## src/rtl/reset_request_sequencer.sv

```systemverilog
// Counted active-low reset generator with propagation acknowledge via a synchronized return path.
// Optional ack-wait timeout is built when RSTSEQ_TIMEOUT_EN is defined.
//
// state      | meaning
// -----------+-------------------------------------------------------------
// ST_IDLE    | OUT_RST_N released, ready to accept a request
// ST_ASSERT  | OUT_RST_N held low, counting hold cycles and watching for ack low
// ST_RELEASE | OUT_RST_N released, waiting for the synchronized reset to rise
module reset_request_sequencer #(
    parameter int CW             = 8,
    parameter int DEFAULT_HOLD   = 16,
    parameter int TIMEOUT_CYCLES = 1024
) (
    input  logic          CLK,
    input  logic          RST_N,
    input  logic          REQ_VALID,
    output logic          REQ_READY,
    input  logic [CW-1:0] REQ_CYCLES,
    output logic          OUT_RST_N,
    input  logic          SYNC_RST_N,
    output logic          BUSY,
    output logic          DONE,
    output logic          TIMEOUT
);

    typedef enum logic [1:0] {
        ST_IDLE    = 2'd0,
        ST_ASSERT  = 2'd1,
        ST_RELEASE = 2'd2
    } state_t;

    state_t        state_q, state_d;
    logic [CW-1:0] cnt_q, cnt_d;
    logic          seen_low_q, seen_low_d;
    logic [1:0]    sync_ff;
    logic          s_sync;
    logic          tmo_hit;

    assign s_sync = sync_ff[1];

    always_ff @(posedge CLK or negedge RST_N) begin
        if (!RST_N) begin
            sync_ff <= 2'b00;
        end else begin
            sync_ff <= {sync_ff[0], SYNC_RST_N};
        end
    end

`ifdef RSTSEQ_TIMEOUT_EN
    localparam int TW = $clog2(TIMEOUT_CYCLES + 1);

    logic [TW-1:0] tmr_q;
    logic          waiting;

    // Down-counter reloads on any state change or while not waiting on the ack.
    assign waiting = ((state_q == ST_ASSERT) && (cnt_q == CW'(1))) || (state_q == ST_RELEASE);
    assign tmo_hit = waiting && (tmr_q == '0);

    always_ff @(posedge CLK or negedge RST_N) begin
        if (!RST_N) begin
            tmr_q <= TW'(TIMEOUT_CYCLES);
        end else if ((state_d != state_q) || !waiting) begin
            tmr_q <= TW'(TIMEOUT_CYCLES);
        end else if (tmr_q != '0) begin
            tmr_q <= tmr_q - 1'b1;
        end
    end
`else
    assign tmo_hit = 1'b0;
`endif

    always_comb begin
        state_d    = state_q;
        cnt_d      = cnt_q;
        seen_low_d = seen_low_q;
        DONE       = 1'b0;
        TIMEOUT    = 1'b0;
        case (state_q)
            ST_IDLE: begin
                if (REQ_VALID) begin
                    state_d    = ST_ASSERT;
                    cnt_d      = (REQ_CYCLES == '0) ? CW'(1) : REQ_CYCLES;
                    seen_low_d = 1'b0;
                end
            end
            ST_ASSERT: begin
                if (cnt_q > CW'(1)) begin
                    cnt_d = cnt_q - 1'b1;
                end
                if (!s_sync) begin
                    seen_low_d = 1'b1;
                end
                if ((cnt_q == CW'(1)) && (seen_low_q || !s_sync)) begin
                    state_d = ST_RELEASE;
                end else if (tmo_hit) begin
                    state_d = ST_IDLE;
                    DONE    = 1'b1;
                    TIMEOUT = 1'b1;
                end
            end
            ST_RELEASE: begin
                if (s_sync) begin
                    state_d = ST_IDLE;
                    DONE    = 1'b1;
                end else if (tmo_hit) begin
                    state_d = ST_IDLE;
                    DONE    = 1'b1;
                    TIMEOUT = 1'b1;
                end
            end
            default: begin
                state_d = ST_IDLE;
            end
        endcase
    end

    // Power-on lands in ST_ASSERT so a full default-length sequence always runs.
    always_ff @(posedge CLK or negedge RST_N) begin
        if (!RST_N) begin
            state_q    <= ST_ASSERT;
            cnt_q      <= CW'(DEFAULT_HOLD);
            seen_low_q <= 1'b0;
            OUT_RST_N  <= 1'b0;
        end else begin
            state_q    <= state_d;
            cnt_q      <= cnt_d;
            seen_low_q <= seen_low_d;
            OUT_RST_N  <= (state_d != ST_ASSERT);
        end
    end

    assign BUSY      = (state_q != ST_IDLE);
    assign REQ_READY = (state_q == ST_IDLE);

endmodule

```

## config.mk

```make
export PLATFORM = sky130hd
export DESIGN_NAME = reset_request_sequencer
export DESIGN_NICKNAME = d
export VERILOG_FILES = /design/src/rtl/reset_request_sequencer.sv
export SDC_FILE = /design/constraint.sdc
export NUM_CORES = 1
export LEC_CHECK = 0
export CORE_MARGIN = 8
export CORE_UTILIZATION = 44
export DETAILED_ROUTE_END_ITERATION = 12
export PLACE_DENSITY = 0.71
export SLEW_MARGIN = 10
export SYNTH_ARGS = -nofsm -noshare
export SYNTH_HDL_FRONTEND = slang
export SYNTH_SLANG_ARGS = --single-unit
export TNS_END_PERCENT = 30
```

## constraint.sdc

```tcl
create_clock -name CLK -period 1.5 [get_ports CLK]
set_input_delay 0.375 -clock CLK [delete_from_list [all_inputs] [get_ports CLK]]
set_output_delay 0.375 -clock CLK [all_outputs]
set_load 0.02 [all_outputs]
```

==> results of run 1 <==
sequential cells by signal (all words and copies together), names as in the netlist:
name and flops:
OUT_RST_N 1, cnt_q 8, seen_low_q 1, state_q 2
sync_ff 2
placed cells by master, fill, tap and decap left out, drive strengths merged, types with 2 or more instances in the layout:
master	synthesis	final
buf	2	30
dlymetal6s2s	0	2
nor3	3	3
o22ai	3	3
inv	8	8
o21ai	5	5
dfstp	2	2
clkdlybuf4s50	0	10
a21oi	9	9
dfrtp	12	12
clkbuf	2	4
nand2	6	6
o21a	3	3
nor3b	2	2
a31o	2	2
ha	2	2
nor4	3	3
nand2b	2	2
nand3	2	2
or2	2	2
nor2	9	9
final cells by class:
type	instances	share of cell area, %
inverters	8	2.33
clock buffers	4	2.82
well taps	27	2.62
multi-input cells	68	36.8
flip-flops and latches	14	27.4
repair buffers	42	28.1
metal layers:
metal	share of wire (%)	GRT usage, %	up-vias	wire [um]
li1	-	-	425	-
met1	42	15.6	438	963
met2	50	23.4	25	1130
met3	4.6	2.80	11	105
met4	3.2	8.16	0	72
met5	0	0	-	0
critical path, delay by kind of cell, from the launching register on:
family / cells / cell delay, ns
AND/OR/NAND/NOR: 2 / 0.76
flip-flops: 1 / 0.40
AO/OA/AOI/OAI: 2 / 0.44
how the worst min path moves through the flow:
stage                               from                    to  slack, ns  cells past startpoint
detailed placement  sync_ff[0]$_DFF_PN0_  sync_ff[1]$_DFF_PN0_       0.34                      0
global placement    sync_ff[0]$_DFF_PN0_  sync_ff[1]$_DFF_PN0_       0.33                      0
floorplan                          RST_N   OUT_RST_N$_DFF_PN0_       0.08                      0
CTS                 sync_ff[0]$_DFF_PN0_  sync_ff[1]$_DFF_PN0_       0.36                      0
finish              sync_ff[0]$_DFF_PN0_  sync_ff[1]$_DFF_PN0_       0.36                      0
global route        sync_ff[0]$_DFF_PN0_  sync_ff[1]$_DFF_PN0_       0.37                      0
cell families (layout without fill, tap and decap cells):
family / after synthesis / count (layout)
fa+ha+maj: 2 / 2
simple gates: 33 / 33
mux: 1 / 1
other cells: 1 / 1
buf+inv: 12 / 54
flops: 14 / 14
compound gates: 31 / 31
through the flow:
stage               hold slack (ns)  TNS (ns)  instances  util, %
global placement              0.334     -2.57        158     64.0
finish                        0.361    -0.899        163     68.5
detailed placement            0.343     -2.70        158     64.0
global route                  0.373     -1.72        163     68.5
floorplan                    0.0794    -0.288         94        -
CTS                           0.362     -1.09        163     66.9
what timing repair did:
item,4_1_cts,5_1_grt
setup endpoints to repair,12,13
gates resized for setup,20,9
setup buffers,1,0
pin swaps,0,1
cell usage after synthesis:
| master | count |
|---|---|
| dfrtp_1 | 12 |
| a21oi_1 | 9 |
| nor2_1 | 9 |
| inv_1 | 8 |
| nand2_1 | 6 |
| o21ai_0 | 4 |
| nor3_1 | 3 |
| o21a_1 | 3 |
| o22ai_1 | 3 |
| a31o_2 | 2 |
| clkbuf_1 | 2 |
| dfstp_2 | 2 |
| ha_1 | 2 |
| nand2b_1 | 2 |
| nand3_1 | 2 |
| nor3b_1 | 2 |
| nor4_1 | 2 |
| or2_2 | 2 |
| a2111oi_2 | 1 |
| a21o_1 | 1 |
| a2bb2oi_1 | 1 |
| a311oi_1 | 1 |
| a31oi_1 | 1 |
| and3_2 | 1 |
| buf_2 | 1 |
| buf_4 | 1 |
| conb_1 | 1 |
| mux2i_1 | 1 |
| nor2b_1 | 1 |
| nor4_4 | 1 |
| o2111ai_1 | 1 |
| o211ai_1 | 1 |
| o21ai_2 | 1 |
| o2bb2ai_1 | 1 |
| o32ai_1 | 1 |
| or3b_1 | 1 |
| or4_4 | 1 |
where the power goes:
group / switching, mW / internal (mW)
sequential: 0.113 / 0.545
combinational: 0.718 / 0.747
clock: 0.135 / 0.148
total: 0.965 / 1.44
==> flow_summary.ini, run 1 <==
[run_status]
status = finished with violations
violations = setup timing

[global_route]
antenna_found_initial = 0
track_usage_pct = 13.8
grt_pass1_wl_mm = 3.83
grt_pass1_vias = 923
overflow = 0
grt_max_degree = 15

[yosys]
ys_seq_elements = 14
synth_xor_area_share_pct = 0
syn-num-nets = 108
syn_avg_cell_area_um2 = 8.97
synth_warnings = 0
synthCells = 94
yosysTopAreaCellShare_pct = 35.6
synth_area_leader_cell = dfrtp_1
yosys.area_share.simple_pct = 22.4
synth_top_family_by_area = compound AO/OA/AOI/OAI gates
synth-seq-area-share_pct = 41.8
synth-compound-area-share_pct = 25.2
synth.area.mux_share_pct = 1.19
ys_top_cells_by_area = dfrtp_1 36%, dfstp_2 6.2%, a21oi_1 5.3%, nor2_1 4.0%, inv_1 3.6%
syn_area_um2 = 843
yosysUniqueCellTypes = 37
synthAdderAreaFrac_pct = 2.97

[floorplanning]
fp.dieW_um = 59.8
core_area_um2 = 1880
design.portCount = 17
dieArea_um2 = 3570
start_util_pct = 44.8
die_h_um = 59.8
rows = 16

[placement]
gp_congestion = 0.895
dp_slack_ns = -0.367
io_buffers = 15
place_hpwl_mm = 1.74
placed_area_um2 = 1200

[worst_setup_path]
criticalPathCategory = register to register
cp.required_ns = 1.69
r2r_start = cnt_q[1]$_DFFE_PN0P_
max_stage_delay_ns = 0.57
worstSetupEndpoint = cnt_q[7]$_DFFE_PN0P_
worstPathArrival_ns = 1.89
setup.worst_path.start = cnt_q[1]$_DFFE_PN0P_
worst-r2r-setup-slack_ns = -0.21
r2r-end = cnt_q[7]$_DFFE_PN0P_
crit_path_end_kind = register
crit_slowest_cell = or4_4
path_max_fanout = 3
ff2ff_path_depth = 4
start_kind = register
crit_chain = or4_4, nor4_4, o21ai_2, a2111oi_2

[clock_tree]
clock-sinks = 14
numCtsBuffers = 3
cts-root-buf = clkbuf_4
clkTransAtPathRegs_ns = 0.10
insertion_delay_ns = 0.29
h-tree-depth = 1
clockBufferDepth = 2
cts_tree = done
postCtsHoldBufs = 0

[drt]
routed_wl_mm = 2.27
post_drt_wl_per_cell_um = 13.9
dr.first_iter.drc_count = 18
num_vias = 899
vias_per_cell = 5.52
drc = 0
dr.pass1.iters = 4
ant_nets = 0

[sta]
finalSetupViolCount = 9
finalHoldViolCount = 0
fin_crit_ns = 1.71
drv_slew = 0
grt_setup_unrepaired = true
setup_ws_ns = -0.206
finClkSkew_ns = 0.00964
fmax_ghz = 0.586
timing.final.crit_share_pct = 114

[finish]
diodes = 0
multi_input_area_um2 = 474
fin_area_um2 = 1290
ff_latch_area_um2 = 353
area_delta_synth_final_pct = 52.8
drive_above_1_share_pct = 38.2
fin_nets = 151
nFillCells = 161

[power_and_ir_drop]
leakage_nw = 0.609
ir_worst_vdd_mv = 1.27
power.total_mw = 2.40
p_per_area_nw_per_um2 = 1870

[worst_hold_path]
hold_class = register to register

[flow_run]
maxCapViolCount = 0
Note: power is estimated with default switching activity, not from simulation.
==> run 2, diff against run 1 <==
HOLD_SLACK_MARGIN = 0.15   (was unset)
==> results of run 2 <==
No change in the layout: final DEF, timing and power equal those of run 1.
==> run 3, diff against run 2 <==
CAP_MARGIN = 20   (was unset)
CELL_PAD_IN_SITES_DETAIL_PLACEMENT = 1   (was unset)
CELL_PAD_IN_SITES_GLOBAL_PLACEMENT = 2   (was unset)
CORE_UTILIZATION = 27   (was 44)
PLACE_DENSITY = 0.72   (was 0.71)
==> run 3 against run 2 <==
The run still ends with setup timing left; via count grew 0.56%; fmax increased by 3.0%; critical path depth did not move; die area rose by 45%; wire length increased by 18%; worst hold slack got worse by 0.0035 ns; sequential share of layout area decreased by 2.3 points; core utilization decreased by 21 points; design area grew 9.6%; register-to-register slack gained 0.05 ns; flip-flop and latch count did not move; combinational power is 23% higher.
==> flow_summary.ini, run 3 (same netlist as run 1, synthesis figures left out) <==
[sta]
fmax_ghz = 0.604
finalSetupViolCount = 4
timing.final.crit_share_pct = 110
setup_ws_ns = -0.156
drv_slew = 0
finClkSkew_ns = 0.0167
finalHoldViolCount = 0
grt_setup_unrepaired = true
fin_crit_ns = 1.66

[floorplanning]
dieArea_um2 = 5170
die_h_um = 71.9
rows = 20
fp.dieW_um = 71.9
start_util_pct = 28.1
core_area_um2 = 3000
design.portCount = 17

[drt]
vias_per_cell = 5.17
post_drt_wl_per_cell_um = 15.3
dr.pass1.iters = 3
num_vias = 904
ant_nets = 0
drc = 0
dr.first_iter.drc_count = 31
routed_wl_mm = 2.69

[power_and_ir_drop]
switchingPower_mw = 1.11
leakage_nw = 0.632
clock_power_share_pct = 10.2
seqPwrFrac_pct = 24.1
intPower_mw = 1.62
p_comb_share_pct = 65.7
p_sw_share_pct = 40.7
ir_worst_vdd_mv = 0.665
p_per_area_nw_per_um2 = 1930

[worst_hold_path]
hold_class = register to register

[placement]
place_hpwl_mm = 2.03
gp_congestion = 0.807
dp_cells = 168
dp_slack_ns = -0.393
io_buffers = 15

[worst_setup_path]
max_stage_delay_ns = 0.57
crit_family = simple AND/OR/NAND/NOR gates
start_kind = register
crit_chain = or4_4, nor4_4, o21ai_2, a2111oi_2
path_max_fanout = 3
cp.required_ns = 1.69
crit_slowest_cell = or4_4
cp_num_buf_inv = 0
criticalPathCategory = register to register
crit_path_end_kind = register
worstPathArrival_ns = 1.85

[clock_tree]
h-tree-depth = 1
clock-sinks = 14
clkTransAtPathRegs_ns = 0.10
cts-root-buf = clkbuf_4
cts_tree = done
clockBufferDepth = 2
insertion_delay_ns = 0.29
numCtsBuffers = 3

[finish]
fin_nets = 157
drive_above_1_share_pct = 50.0
final_core_util_pct = 47.0
diodes = 0
area_delta_synth_final_pct = 67.5
largest_register_ffs = 8
mostFrequentLayoutCells = 30 x buf_4, 11 x dfrtp_1, 10 x clkdlybuf4s50_1, 7 x inv_1, 7 x nor2_1
fin_cells = 175
regMostFlops = cnt_q
largestRegisters = cnt_q (8), state_q (2), sync_ff (2)
final_common_cell = buf_4

[global_route]
overflow = 0
grt_pass1_vias = 1004
antenna_found_initial = 0
grt_pass1_wl_mm = 4.44
grt_max_degree = 15
track_usage_pct = 10.8

[run_status]
status = finished with violations
violations = setup timing

[flow_run]
maxCapViolCount = 0
## run 3: cell types whose count changed in the layout (fill, tap and decap cells not counted), moves of 2 or more
cell	delta
ha_2	+2
ha_1	-2
buf_4	+3
a21oi_2	+4
buf_6	+3
dlymetal6s2s_1	-2
a21oi_1	-4
dlygate4sd2_1	+2
## run 3: repair_timing
action,CTS,global route
setup buffers,0,3
hold buffers,0,0
pin swaps,2,5
endpoints found under the setup margin,12,13
endpoints found under the hold margin,0,0
resized for setup,35,14
## run 3: final cells by class
cell class              instances  area (um^2)
fillers                       356         1590
inverters                       8         30.0
repair buffers                 48          410
flip-flops and latches         14          354
clock buffers                   4         36.3
multi-input cells              68          541
well taps                      33         41.3
## run 3: path summary, 6_finish.rpt
path | startpoint | endpoint | slack [ns] | cells after the start
worst min register to register | sync_ff[0]$_DFF_PN0_ | sync_ff[1]$_DFF_PN0_ | 0.36 | 0
worst max register to register | cnt_q[1]$_DFFE_PN0P_ | cnt_q[7]$_DFFE_PN0P_ | -0.16 | 4
worst min-delay path | sync_ff[0]$_DFF_PN0_ | sync_ff[1]$_DFF_PN0_ | 0.36 | 0
worst max-delay path | cnt_q[1]$_DFFE_PN0P_ | cnt_q[7]$_DFFE_PN0P_ | -0.16 | 4
min in group asynchronous | RST_N | cnt_q[3]$_DFFE_PN0P_ | 0.39 | 2
max in group asynchronous | RST_N | state_q[0]$_DFF_PN1_ | 0.85 | 2
## run 3: worst reg2reg max path, cell delays in order (launching register included)
cell and delay [ns]:
dfrtp_1 0.41, or4_4 0.57, nor4_4 0.17, o21ai_2 0.08
a2111oi_2 0.34
## run 3: power by group through the flow
stage | combinational, mW | clock, mW | sequential (mW)
2_1_floorplan | 0.740 | 0 | 0.703
3_3_place_gp | 1.44 | 0 | 0.647
3_5_place_dp | 1.49 | 0 | 0.654
4_1_cts | 1.60 | 0.291 | 0.652
5_1_grt | 1.95 | 0.299 | 0.675
6_report | 1.79 | 0.278 | 0.657
## run 3: through the flow
step	setup TNS [ns]	cell area (um^2)	hold WS, ns	power [mW]
2_1_floorplan	-0.288	846	0.0794	1.44
3_3_place_gp	-2.68	1240	0.336	2.09
3_5_place_dp	-2.99	1240	0.344	2.15
4_1_cts	-0.340	1330	0.363	2.54
5_1_grt	-0.762	1410	0.374	2.92
6_report	-0.354	1410	0.358	2.73
## run 3: routing by layer
metal | GRT usage, % | share of wire (%) | routed length [um] | up-vias
li1 | - | - | - | 436
met1 | 12.2 | 45 | 1220 | 448
met2 | 17.6 | 50 | 1340 | 15
met3 | 2.37 | 2.6 | 71 | 5
met4 | 7.48 | 2.1 | 57 | 0
met5 | 0 | 0 | 0 | -
